<file path="config.mk">
export PLATFORM = sky130hd
export DESIGN_NAME = parser_cfg_pkt_gen_flat
export DESIGN_NICKNAME = d
export VERILOG_FILES = /design/src/rtl/parser_cfg_pkt_gen_pkg.sv /design/src/rtl/parser_cfg_pkt_gen_if.sv /design/src/rtl/parser_cfg_pkt_gen.sv /design/src/flat_wrapper.sv
export SDC_FILE = /design/constraint.sdc
export NUM_CORES = 1
export LEC_CHECK = 0
export CORE_AREA = 2 2 321 323
export DETAILED_ROUTE_END_ITERATION = 16
export DIE_AREA = 0 0 323 325
export GPL_ROUTABILITY_DRIVEN = 1
export HOLD_SLACK_MARGIN = 0.1
export PLACE_DENSITY = 0.64
export SETUP_SLACK_MARGIN = 0.1
export SYNTH_ARGS = -nofsm -noshare
export SYNTH_HDL_FRONTEND = slang
export SYNTH_SLANG_ARGS = --single-unit
</file>
<file path="constraint.sdc">
create_clock -name axis_clk -period 7.9 [get_ports axis_clk]
set_clock_uncertainty 0.15 [all_clocks]
set_input_delay 1.58 -clock axis_clk [delete_from_list [all_inputs] [get_ports axis_clk]]
set_output_delay 1.58 -clock axis_clk [all_outputs]
set_load 0.01 [all_outputs]
</file>
<file path="src/rtl/parser_cfg_pkt_gen_pkg.sv">
// Shared constants, FSM encoding and byte-swap helper for the parser
// action-RAM control packet generator.
package parser_cfg_pkg;

  localparam int MOD_ID_LSB   = 112;
  localparam int ADDR_MSB     = 248;
  localparam int DLO_DATA_MSB = 239;
  localparam int PKT_BYTES    = 128;

  localparam logic [2:0] ST_IDLE = 3'd0;
  localparam logic [2:0] ST_HDR  = 3'd1;
  localparam logic [2:0] ST_MOD  = 3'd2;
  localparam logic [2:0] ST_DHI  = 3'd3;
  localparam logic [2:0] ST_DLO  = 3'd4;
  localparam logic [2:0] ST_GAP  = 3'd5;

  // Reverse the 32 bytes of a 256-bit word: byte k <-> byte 31-k.
  function automatic logic [255:0] bswap256(input logic [255:0] w);
    logic [255:0] r;
    r = '0;
    for (int k = 0; k < 32; k++) begin
      r[8*k +: 8] = w[255-8*k -: 8];
    end
    return r;
  endfunction

endpackage

</file>
<file path="src/rtl/parser_cfg_pkt_gen_if.sv">
// AXI-Stream control bus carrying the generated parser config packets.
interface parser_cfg_pkt_gen_if #(
  parameter int DATA_WIDTH  = 256,
  parameter int TUSER_WIDTH = 128
);

  logic [DATA_WIDTH-1:0]   tdata;
  logic [TUSER_WIDTH-1:0]  tuser;
  logic [DATA_WIDTH/8-1:0] tkeep;
  logic                    tvalid;
  logic                    tlast;
  logic                    tready;

  modport master (
    output tdata, tuser, tkeep, tvalid, tlast,
    input  tready
  );

  modport slave (
    input  tdata, tuser, tkeep, tvalid, tlast,
    output tready
  );

endinterface

</file>
<file path="src/rtl/parser_cfg_pkt_gen.sv">
// Turns one parser action-RAM write request into a 4-beat AXIS control packet
// (header, module ID, upper instructions, address + lower instructions).
module parser_cfg_pkt_gen
  import parser_cfg_pkg::*;
#(
  parameter int C_AXIS_DATA_WIDTH  = 256,
  parameter int C_AXIS_TUSER_WIDTH = 128,
  parameter int C_PARSER_RAM_WIDTH = 384,
  parameter int RAM_ADDR_WIDTH     = 9,
  parameter int IFG_CYCLES         = 2,
  parameter logic [C_AXIS_DATA_WIDTH-1:0] CTRL_HDR = 256'h0
) (
  input  logic                          axis_clk,
  input  logic                          aresetn,
  input  logic                          i_cfg_valid,
  output logic                          o_cfg_ready,
  input  logic [3:0]                    i_cfg_mod_id,
  input  logic [RAM_ADDR_WIDTH-1:0]     i_cfg_addr,
  input  logic [C_PARSER_RAM_WIDTH-1:0] i_cfg_data,
  parser_cfg_pkt_gen_if.master          ctrl_m_axis,
  output logic                          o_busy,
  output logic [15:0]                   o_pkt_cnt
);

  localparam int KEEP_WIDTH = C_AXIS_DATA_WIDTH / 8;
  localparam int LO_WIDTH   = C_PARSER_RAM_WIDTH - C_AXIS_DATA_WIDTH;
  localparam logic [7:0] GAP_LOAD = 8'(IFG_CYCLES - 1);
  localparam logic [C_AXIS_TUSER_WIDTH-1:0] HDR_TUSER =
    {{(C_AXIS_TUSER_WIDTH-16){1'b0}}, 16'(PKT_BYTES)};

  logic [2:0]                    state_r;
  logic [7:0]                    gap_cnt_r;
  logic [3:0]                    mod_r;
  logic [RAM_ADDR_WIDTH-1:0]     addr_r;
  logic [C_PARSER_RAM_WIDTH-1:0] data_r;
  logic [C_AXIS_DATA_WIDTH-1:0]  tdata_r;
  logic [C_AXIS_TUSER_WIDTH-1:0] tuser_r;
  logic [KEEP_WIDTH-1:0]         tkeep_r;
  logic                          tvalid_r;
  logic                          tlast_r;
  logic                          cfg_ready_r;
  logic                          busy_r;
  logic [15:0]                   pkt_cnt_r;

  logic [C_AXIS_DATA_WIDTH-1:0]  mod_beat_s;
  logic [C_AXIS_DATA_WIDTH-1:0]  dhi_beat_s;
  logic [C_AXIS_DATA_WIDTH-1:0]  dlo_word_s;
  logic [C_AXIS_DATA_WIDTH-1:0]  dlo_beat_s;
  logic                          hs_s;
  logic                          accept_s;

  assign hs_s     = tvalid_r & ctrl_m_axis.tready;
  assign accept_s = i_cfg_valid & cfg_ready_r;

  // Next-beat payloads built from the captured request only.
  always_comb begin
    mod_beat_s = '0;
    mod_beat_s[MOD_ID_LSB +: 4] = mod_r;
    dlo_word_s = '0;
    dlo_word_s[ADDR_MSB -: RAM_ADDR_WIDTH] = addr_r;
    dlo_word_s[DLO_DATA_MSB -: LO_WIDTH]   = data_r[LO_WIDTH-1:0];
    dhi_beat_s = bswap256(data_r[C_PARSER_RAM_WIDTH-1 -: C_AXIS_DATA_WIDTH]);
    dlo_beat_s = bswap256(dlo_word_s);
  end

  // Request capture, packet FSM and the registered output beat.
  always_ff @(posedge axis_clk or negedge aresetn) begin
    if (!aresetn) begin
      state_r     <= ST_IDLE;
      gap_cnt_r   <= 8'd0;
      mod_r       <= '0;
      addr_r      <= '0;
      data_r      <= '0;
      tdata_r     <= '0;
      tuser_r     <= '0;
      tkeep_r     <= '0;
      tvalid_r    <= 1'b0;
      tlast_r     <= 1'b0;
      cfg_ready_r <= 1'b1;
      busy_r      <= 1'b0;
      pkt_cnt_r   <= 16'd0;
    end else begin
      case (state_r)
        ST_IDLE: begin
          if (accept_s) begin
            mod_r       <= i_cfg_mod_id;
            addr_r      <= i_cfg_addr;
            data_r      <= i_cfg_data;
            tdata_r     <= CTRL_HDR;
            tuser_r     <= HDR_TUSER;
            tkeep_r     <= '1;
            tvalid_r    <= 1'b1;
            tlast_r     <= 1'b0;
            cfg_ready_r <= 1'b0;
            busy_r      <= 1'b1;
            state_r     <= ST_HDR;
          end
        end
        ST_HDR: begin
          if (hs_s) begin
            tdata_r <= mod_beat_s;
            tuser_r <= '0;
            state_r <= ST_MOD;
          end
        end
        ST_MOD: begin
          if (hs_s) begin
            tdata_r <= dhi_beat_s;
            state_r <= ST_DHI;
          end
        end
        ST_DHI: begin
          if (hs_s) begin
            tdata_r <= dlo_beat_s;
            tlast_r <= 1'b1;
            state_r <= ST_DLO;
          end
        end
        ST_DLO: begin
          if (hs_s) begin
            tdata_r   <= '0;
            tkeep_r   <= '0;
            tvalid_r  <= 1'b0;
            tlast_r   <= 1'b0;
            pkt_cnt_r <= pkt_cnt_r + 16'd1;
            gap_cnt_r <= GAP_LOAD;
            state_r   <= ST_GAP;
          end
        end
        ST_GAP: begin
          if (gap_cnt_r == 8'd0) begin
            cfg_ready_r <= 1'b1;
            busy_r      <= 1'b0;
            state_r     <= ST_IDLE;
          end else begin
            gap_cnt_r <= gap_cnt_r - 8'd1;
          end
        end
        default: begin
          tdata_r     <= '0;
          tuser_r     <= '0;
          tkeep_r     <= '0;
          tvalid_r    <= 1'b0;
          tlast_r     <= 1'b0;
          cfg_ready_r <= 1'b1;
          busy_r      <= 1'b0;
          state_r     <= ST_IDLE;
        end
      endcase
    end
  end

  assign ctrl_m_axis.tdata  = tdata_r;
  assign ctrl_m_axis.tuser  = tuser_r;
  assign ctrl_m_axis.tkeep  = tkeep_r;
  assign ctrl_m_axis.tvalid = tvalid_r;
  assign ctrl_m_axis.tlast  = tlast_r;
  assign o_cfg_ready        = cfg_ready_r;
  assign o_busy             = busy_r;
  assign o_pkt_cnt          = pkt_cnt_r;

endmodule

</file>
<file path="src/flat_wrapper.sv">
// flat-port wrapper written by rule: the top's interface ports become plain ports
module parser_cfg_pkt_gen_flat import parser_cfg_pkg::*;
#(
  parameter int C_AXIS_DATA_WIDTH  = 256,
  parameter int C_AXIS_TUSER_WIDTH = 128,
  parameter int C_PARSER_RAM_WIDTH = 384,
  parameter int RAM_ADDR_WIDTH     = 9,
  parameter int IFG_CYCLES         = 2,
  parameter logic [C_AXIS_DATA_WIDTH-1:0] CTRL_HDR = 256'h0
)
  (axis_clk, aresetn, i_cfg_valid, o_cfg_ready, i_cfg_mod_id, i_cfg_addr, i_cfg_data, o_busy, o_pkt_cnt, ctrl_m_axis_tdata, ctrl_m_axis_tuser, ctrl_m_axis_tkeep, ctrl_m_axis_tvalid, ctrl_m_axis_tlast, ctrl_m_axis_tready);
  parser_cfg_pkt_gen_if #(.DATA_WIDTH(256), .TUSER_WIDTH(128)) ctrl_m_axis_i ();
  input  logic axis_clk;
  input  logic aresetn;
  input  logic i_cfg_valid;
  output logic o_cfg_ready;
  input  logic [3:0] i_cfg_mod_id;
  input  logic [RAM_ADDR_WIDTH-1:0] i_cfg_addr;
  input  logic [C_PARSER_RAM_WIDTH-1:0] i_cfg_data;
  output logic o_busy;
  output logic [15:0] o_pkt_cnt;
  output wire logic [$bits(ctrl_m_axis_i.tdata)-1:0] ctrl_m_axis_tdata;
  output wire logic [$bits(ctrl_m_axis_i.tuser)-1:0] ctrl_m_axis_tuser;
  output wire logic [$bits(ctrl_m_axis_i.tkeep)-1:0] ctrl_m_axis_tkeep;
  output wire logic [$bits(ctrl_m_axis_i.tvalid)-1:0] ctrl_m_axis_tvalid;
  output wire logic [$bits(ctrl_m_axis_i.tlast)-1:0] ctrl_m_axis_tlast;
  input wire logic [$bits(ctrl_m_axis_i.tready)-1:0] ctrl_m_axis_tready;
  assign ctrl_m_axis_tdata = ctrl_m_axis_i.tdata;
  assign ctrl_m_axis_tuser = ctrl_m_axis_i.tuser;
  assign ctrl_m_axis_tkeep = ctrl_m_axis_i.tkeep;
  assign ctrl_m_axis_tvalid = ctrl_m_axis_i.tvalid;
  assign ctrl_m_axis_tlast = ctrl_m_axis_i.tlast;
  assign ctrl_m_axis_i.tready = ctrl_m_axis_tready;
  parser_cfg_pkt_gen #(.C_AXIS_DATA_WIDTH(C_AXIS_DATA_WIDTH), .C_AXIS_TUSER_WIDTH(C_AXIS_TUSER_WIDTH), .C_PARSER_RAM_WIDTH(C_PARSER_RAM_WIDTH), .RAM_ADDR_WIDTH(RAM_ADDR_WIDTH), .IFG_CYCLES(IFG_CYCLES), .CTRL_HDR(CTRL_HDR)) u_core (.axis_clk(axis_clk), .aresetn(aresetn), .i_cfg_valid(i_cfg_valid), .o_cfg_ready(o_cfg_ready), .i_cfg_mod_id(i_cfg_mod_id), .i_cfg_addr(i_cfg_addr), .i_cfg_data(i_cfg_data), .ctrl_m_axis(ctrl_m_axis_i), .o_busy(o_busy), .o_pkt_cnt(o_pkt_cnt));
endmodule
</file>
Word level (Yosys, flattened, before mapping)
Index checks and enable logic that the tools add are counted.
{ "totals": {"regBits": 844, "in_bits": 401, "out_inout_bits": 436, "elab_cells": 82} }
{ "classes": {"addsub": 2, "eq_ne": 12, "muxes": 32, "bitwise": 7, "n_reduce_logical": 16} }
{ "op_table": {"columns": ["operator", "count"], "rows": [
  ["case mux 256 bit (6 select lines)", 1],
  ["two-way mux 256 bit", 5],
  ["case mux 128 bit (3 select lines)", 1],
  ["two-way mux 128 bit", 2],
  ["case mux 32 bit (3 select lines)", 1],
  ["two-way mux 32 bit", 2],
  ["two-way mux 3 bit", 6],
  ["case mux 3 bit (6 select lines)", 1],
  ["adder 16 x 1 -> 16 bit (second input constant)", 1],
  ["two-way mux 8 bit", 2],
  ["case mux 8 bit (2 select lines)", 1],
  ["inequality test 2 x 1 -> 1 bit (second input constant)", 6],
  ["AND reduction 3 bit", 4],
  ["AND reduction 6 bit", 2],
  ["OR reduction 4 bit", 3],
  ["case mux 1 bit (3 select lines)", 3],
  ["logical NOT 8 bit", 1],
  ["subtractor 8 x 1 -> 8 bit (second input constant)", 1],
  ["equality test 3 x 2 -> 1 bit (second input constant)", 2],
  ["equality test 3 bit (second input constant)", 2],
  ["two-way mux 1 bit", 6],
  ["NOT 1 bit", 5],
  ["case mux 1 bit (4 select lines)", 1],
  ["AND reduction 2 bit", 2],
  ["7 further kinds", 8]
]} }

Logic depth before layout (Yosys ltp)
Gate-level depths: netlist of run 1.
{ "depth": {"depth_word": 4, "depth_mapped": 7, "depth_no_buf": 6} }

Least setup slack after synthesis of run 1
Ideal clock, no wire load.
{ "synth_path": {"path_kind": "input -> register", "from": "input i_cfg_valid", "to": "register u_core.tdata_r[143] (netlist: u_core.ctrl_m_axis.tdata[143])", "setup_ns": 0.125, "arrival_ns": 2.877, "required_time_ns": 7.625, "slack_ns": 4.748, "cell_stages": 6, "n_path_buf": 2, "path_cell_list": "nand2_1 > o31a_1 > a31oi_2 > buf_4 > buf_2 > mux2_2"} }
{ "synth_via": {"elab_chain_cells": 3} }
{ "synth_lines": {"columns": ["item", "line", "rtl"], "rows": [
  ["from (decl)", "flat_wrapper.sv:15", "input logic i_cfg_valid;"],
  ["AND 1 bit", "parser_cfg_pkt_gen.sv:53", "assign accept_s = i_cfg_valid & cfg_ready_r;"],
  ["inequality test 2 x 1 -> 1 bit (no source line)", null, null],
  ["AND reduction 6 bit (no source line)", null, null],
  ["to (signal assigned)", "parser_cfg_pkt_gen.sv:101", "tdata_r <= mod_beat_s;"],
  ["to (signal assigned)", "parser_cfg_pkt_gen.sv:108", "tdata_r <= dhi_beat_s;"],
  ["to (signal assigned)", "parser_cfg_pkt_gen.sv:114", "tdata_r <= dlo_beat_s;"],
  ["to (decl)", "parser_cfg_pkt_gen.sv:36", "logic [C_AXIS_DATA_WIDTH-1:0] tdata_r;"]
]} }
Every way passes these cells.
A chain may end at the register's enable or synchronous reset.

Worst setup path after layout of run 1
{ "layout_path": {"from": "input ctrl_m_axis_tready", "to": "register u_core.tdata_r[8] (netlist: u_core.ctrl_m_axis.tdata[8])"} }
{ "layout_via": {"elab_chain_cells": 3, "word_cells_on_any_way": 6, "cone_classes": "eq/ne (4); bitwise (1); reduce/logical (1)"} }
{ "layout_lines": {"columns": ["item", "line", "rtl"], "rows": [
  ["from (decl)", "flat_wrapper.sv:27", "input wire logic [$bits(ctrl_m_axis_i.tready)-1:0] ctrl_m_axis_tready;"],
  ["AND 1 bit *", "parser_cfg_pkt_gen.sv:52", "assign hs_s = tvalid_r & ctrl_m_axis.tready;"],
  ["inequality test 2 x 1 -> 1 bit (no source line)", null, null],
  ["AND reduction 6 bit (no source line) *", null, null]
]} }
Every way passes the cells marked *; elsewhere a longest branch is shown, timed or not.

==> results of run 1 <==
## path summary, 6_finish.rpt
kind                                                      end  slack, ns  depth (start not counted)
worst max-delay path              u_core.ctrl_m_axis.tdata[8]       3.73                          6
worst min-delay path                     u_core.o_pkt_cnt[15]       0.32                          1
worst max register to register    u_core.ctrl_m_axis.tdata[8]       4.09                          5
worst min register to register           u_core.o_pkt_cnt[15]       0.32                          1
max in group asynchronous       u_core.ctrl_m_axis.tdata[143]       5.38                          2
min in group asynchronous                   u_core.data_r[42]       0.79                          1
## layout by cell type (no fill, tap or decap), types with 12 or more instances in the layout
cell type        netlist  final
a22o_1               133    133
buf_4                165     12
clkbuf_1              20     20
clkbuf_16              0     83
clkbuf_8               0     21
clkdlybuf4s50_1        0    708
conb_1                 1    127
dfrtp_1              684    684
diode_2                0     13
inv_1                126    126
mux2_1                29     29
mux2_2               509    509
mux2i_1              119    119
nand2_1              137    137
## registers in the layout, indices dropped and copies added, names as in the netlist
signal,flops
u_core.gap_cnt_r,8
u_core.ctrl_m_axis.tkeep,1
u_core.o_pkt_cnt,16
u_core.data_r,384
u_core.state_r,3
u_core.ctrl_m_axis.tlast,1
u_core.mod_r,4
u_core.o_cfg_ready,1
u_core.o_busy,1
u_core.ctrl_m_axis.tdata,256
u_core.addr_r,9
u_core.ctrl_m_axis.tuser,1
## cells by family (layout without fill, tap and decap cells)
family	count (synthesis)	in the layout	synth area share (%)
AO/OA/AOI/OAI	173	173	4.92
adder cells (fa/ha/maj)	3	3	0.129
XOR/XNOR	16	16	0.482
buffers and inverters	406	1003	7.73
multiplexers	657	657	24.9
AND/OR/NAND/NOR	192	192	2.90
other	1	140	0.0129
flip-flops	685	685	58.9
## worst max-delay path, cell delays in order
cell and delay (ns):
clkdlybuf4s50_1 0.60, nand3_1 0.23, o31a_1 0.23, a31oi_4 0.63, buf_4 0.73, mux2_2 0.41
## power breakdown
group	leakage [nW]	total (mW)	switching [mW]	internal, mW
combinational	8.31	0.306	0.129	0.177
clock	1.33	3.78	1.52	2.27
sequential	8.92	3.51	0	3.51
total	18.6	7.60	1.65	5.95
## routing by layer
layer | part of all wire, % | wire [µm] | global-route usage [%] | vias to the layer above
met1 | 40 | 32100 | 17.7 | 9237
met3 | 11 | 8860 | 7.28 | 144
met2 | 46 | 37500 | 23.7 | 611
met5 | 0.17 | 141 | 0 | -
li1 | - | - | - | 8452
met4 | 2.6 | 2100 | 5.41 | 20
## final cells by class
class / instances / area [µm²] / share of cell area [%]
well taps: 1368 / 1710 / 4.32
repair buffers: 731 / 7390 / 18.6
multi-input cells: 1168 / 10200 / 25.7
diodes: 13 / 32.5 / 0.0820
clock buffers: 124 / 2440 / 6.15
inverters: 127 / 477 / 1.20
flip-flops and latches: 685 / 17100 / 43.2
clock inverters: 21 / 259 / 0.653
## stage by stage
step | hold WS, ns | power [mW] | setup slack [ns] | utilization (%)
floorplan | 0.300 | 3.65 | 4.75 | -
global placement | 0.312 | 3.88 | 3.14 | 36.5
detailed placement | 0.313 | 3.89 | 3.11 | 36.5
CTS | 0.324 | 7.74 | 3.68 | 39.1
global route | 0.339 | 7.90 | 3.54 | 39.1
finish | 0.318 | 7.60 | 3.73 | 39.2
==> impl_metrics.toml, run 1 <==
[run_status]
outcome = "complete, no violations"

[synth]
synth_top_area_share_pct = 58.8
syn-cell-area_um2 = 29100
yosys.area.top_type = "dfrtp_1"
synth_most_common_cell = "dfrtp_1"
synth_ff_type = "dfrtp_1"
postSynthCellCount = 2133
synth_edf_count = 0
synth.avg_cell_area_um2 = 13.6
ys_seq_elements = 685
synthArstFlopShare_pct = 100
ys_top_cells_by_area = "dfrtp_1 (59%), mux2_2 (20%), buf_4 (4.3%)"
yosysSeqAreaShare_pct = 58.9
ys_top_cells_by_count = "dfrtp_1 (684), mux2_2 (509), buf_4 (165)"
yosysWarnings = 0
synthDistinctLibCells = 50

[die]
coreArea_um2 = 101000
start_util_pct = 28.7
die_area_um2 = 105000
die_w_um = 323
ios = 837
rows = 117
die_y_um = 325

[global_routing]
antenna_found_initial = 34
grt_pass1_vias = 19056
grt_pass1_wl_um = 120000
grt_overflow = 0
grt_max_degree = 161
grt_usage_pct = 15.0

[worst_hold_path]
holdCritStartpoint = "u_core.o_pkt_cnt[15]"
hp-class = "flop to flop"

[clock_network]
cts_hold_buf = 0
ctsResizeCount = 0
cts_max_path_buffers = 3
cts_tree = "done"
clock_latency_ns = 0.64
clock-sinks = 685
htree_levels = 3
clkTransAtPathRegs_ns = 0.06
cts_buffers = 81
clock-root-buffer = "clkbuf_16"
post_cts_buffers = 0

[detailed_routing]
first_iter_violations = 958
ant_nets = 0
dr.pass1.iters = 4
dr_total_vias = 18464
wl_um = 80700
drc = 0
avgRoutedWirePerCell_um = 19.1
viasPerCell = 4.36

[timing]
period_share_pct = 52.7
setup_viol = 0
rsz0062_at_grt = "false"
worstMarginPinSlew_ns = 1.10
relSlewSlack_pct = 26.9
slew_violations = 0
layout_min_cycle_time_ns = 4.17
tns_ns = 0
hold_viol_final = 0
max_freq_ghz = 0.240

[critical_path]
required_ns = 8.25
r2r-start = "u_core.ctrl_m_axis.tkeep[30]"
arrival_ns = 4.52
crit_path_start_kind = "input port"
path_class = "input port to flop"
cp-startpoint = "ctrl_m_axis_tready"
cp-end-kind = "flop"
cp_max_fo = 47

[placed_design]
gp_congestion = 0.749
placement.io_buffers = 709
dp_cells = 4079
placed_cell_area_um2 = 36900
dp_hpwl_um = 55500

[finish]
fin_nets = 3198
drive_above_1_share_pct = 23.3
area_delta_synth_final_pct = 36.3
fillCellCount = 9768
final_cells = 4237
finalInstanceArea_um2 = 39700

[job]
maxCapViolCount = 0

[pwr]
powerDensity_nw_per_um2 = 192
max-vdd-ir-drop_mv = 0.172
leakage_nw = 18.6
Note: power is estimated with default switching activity, not from simulation.
==> run 2, diff against run 1 <==
--- a/config.mk
+++ b/config.mk
@@ -5,12 +5,12 @@
 export SDC_FILE = /design/constraint.sdc
 export NUM_CORES = 1
 export LEC_CHECK = 0
-export CORE_AREA = 2 2 321 323
+export CORE_AREA = 2 2 323 325
 export DETAILED_ROUTE_END_ITERATION = 16
-export DIE_AREA = 0 0 323 325
+export DIE_AREA = 0 0 325 327
 export GPL_ROUTABILITY_DRIVEN = 1
 export HOLD_SLACK_MARGIN = 0.1
-export PLACE_DENSITY = 0.64
+export PLACE_DENSITY = 0.65
 export SETUP_SLACK_MARGIN = 0.1
 export SYNTH_ARGS = -nofsm -noshare
 export SYNTH_HDL_FRONTEND = slang
==> constraint.sdc (replaced) <==
create_clock -name axis_clk -period 3.8 [get_ports axis_clk]
set_clock_uncertainty 0.15 [all_clocks]
set_input_delay 0.76 -clock axis_clk [delete_from_list [all_inputs] [get_ports axis_clk]]
set_output_delay 0.76 -clock axis_clk [all_outputs]
set_load 0.01 [all_outputs]
==> impl_metrics.toml, run 2 (synthesized netlist as in run 1, its figures left out) <==
[detailed_routing]
viasPerCell = 4.35
ant_nets = 0
first_iter_violations = 677
dr_total_vias = 18751
avgRoutedWirePerCell_um = 18.8
dr.pass1.iters = 4
drc = 0
wl_um = 81300

[worst_hold_path]
hold_path_end = "u_core.o_pkt_cnt[15]"
holdCritStartpoint = "u_core.o_pkt_cnt[15]"
whs_path_depth = 1
hp-class = "flop to flop"

[timing]
relSlewSlack_pct = 39.1
layout_min_cycle_time_ns = 2.97
max_freq_ghz = 0.337
worstMarginPinSlew_ns = 0.914
whs_ns = 0.326
period_share_pct = 78.1
tns_ns = 0
setup_viol = 0
hold_viol_final = 0
rsz0062_at_grt = "false"
slew_violations = 0

[global_routing]
grt_overflow = 0
antenna_found_initial = 36
grt_pass1_wl_um = 122000
grt_max_degree = 137
grt_pass1_vias = 19444
grt_usage_pct = 15.0

[critical_path]
r2r_cells = 7
cp-end-kind = "flop"
cp_common_cell = "buf_12"
r2r-start = "u_core.state_r[0]"
required_ns = 4.17
path_class = "flop to flop"
crit_slowest_cell = "dfrtp_1"
cp_max_fo = 38
crit_family = "flip-flops"
rr_endpoint = "u_core.ctrl_m_axis.tdata[230]"
slowest_delay_ns = 0.87
rrSetupSlack_ns = 0.83
worstPathCellList = "nand3_1 -> o31a_1 -> a31oi_4 -> buf_12 -> buf_12 -> buf_4 -> mux2i_1"
cp_num_buf_inv = 3
arrival_ns = 3.34
crit_path_start_kind = "flop"
cp-startpoint = "u_core.state_r[0]"

[finish]
area_delta_synth_final_pct = 39.2
final_common_cell = "clkdlybuf4s50_1"
top_register = "u_core.data_r"
drive_above_1_share_pct = 25.2
final_cell_mix = "clkdlybuf4s50_1 (708), dfrtp_1 (684), mux2_2 (509)"
fillCellCount = 9839
largest_reg_flops = 384
final_util_pct = 39.4
fin_nets = 3261

[clock_network]
cts_buffers = 78
clock_latency_ns = 0.63
cts_max_path_buffers = 3
post_cts_buffers = 0
clkTransAtPathRegs_ns = 0.06
cts_tree = "done"
htree_levels = 3
clock-sinks = 685
clock-root-buffer = "clkbuf_16"

[die]
die_y_um = 327
start_util_pct = 28.3
die_area_um2 = 106000
rows = 118
ios = 837
die_w_um = 325
coreArea_um2 = 103000

[pwr]
leakage_nw = 19.0
combPwrFrac_pct = 4.3
p_sw_share_pct = 21.5
max-vdd-ir-drop_mv = 0.313
switching_power_mw = 3.43
p_int_mw = 12.5
seqPwrFrac_pct = 45.7
clkPwrFrac_pct = 50.0
powerDensity_nw_per_um2 = 394

[placed_design]
gp_congestion = 0.797
dp_hpwl_um = 59700
placement.io_buffers = 709

[run_status]
outcome = "complete, no violations"

[job]
maxCapViolCount = 0
run 2: cell types whose count changed in the layout (fill, tap and decap cells not counted), sizes merged:
| cell | delta |
|---|---|
| buf | +65 |
| bufinv | +3 |
| clkbuf | -6 |
| clkinv | +3 |
| clkinvlp | +2 |
| diode | -4 |
| dlygate4sd3 | +1 |
| inv | -1 |
run 2: area by class of cell:
type	instances	area (µm²)	share of cell area (%)
sequential	685	17100	42.3
inverter	127	477	1.18
antenna	9	22.5	0.0556
tap	1380	1730	4.26
multi-input combinational	1168	10200	25.2
clock buffer	118	2370	5.86
timing repair buffer	797	8150	20.1
clock inverter	28	399	0.985
run 2: stage by stage:
| stage | instances | area [µm²] | power (mW) | worst slack (ns) |
|---|---|---|---|---|
| after floorplan | 2259 | 29600 | 7.59 | 1.11 |
| after global placement | 4156 | 37700 | 8.12 | 0.518 |
| after detailed placement | 4156 | 37700 | 8.12 | 0.461 |
| after CTS | 4303 | 40500 | 16.2 | 0.804 |
| after global routing | 4310 | 40500 | 16.6 | 0.625 |
| final | 4312 | 40500 | 15.9 | 0.831 |
run 2: how the worst max path moves through the flow:
stage | endpoint | cells past startpoint
after floorplan | u_core.ctrl_m_axis.tdata[143] | 7
after global placement | u_core.ctrl_m_axis.tdata[136] | 7
after detailed placement | u_core.ctrl_m_axis.tdata[163] | 8
after CTS | ctrl_m_axis_tkeep[28] | 2
after global routing | u_core.ctrl_m_axis.tdata[163] | 7
final | u_core.ctrl_m_axis.tdata[230] | 7
run 2: timing repair:
item / 4_1_cts / 5_1_grt
resized for setup: 0 / 0
hold buffers: 1 / 0
hold endpoints to repair: 59 / 0
run 2: per-layer routing:
layer | wire (µm) | share of wire [%] | up-vias | global-route usage, %
li1 | - | - | 8566 | -
met1 | 32700 | 40 | 9366 | 17.7
met2 | 38100 | 47 | 659 | 23.8
met3 | 8510 | 10 | 130 | 7.00
met4 | 1740 | 2.1 | 30 | 5.15
met5 | 214 | 0.26 | - | 0
run 2: power groups by stage:
stage	Combinational, mW	Clock [mW]	Sequential [mW]
2_1_floorplan	0.157	0	7.43
3_3_place_gp	0.690	0	7.43
3_5_place_dp	0.691	0	7.43
4_1_cts	0.695	8.23	7.29
5_1_grt	0.743	8.53	7.29
6_report	0.681	7.97	7.30
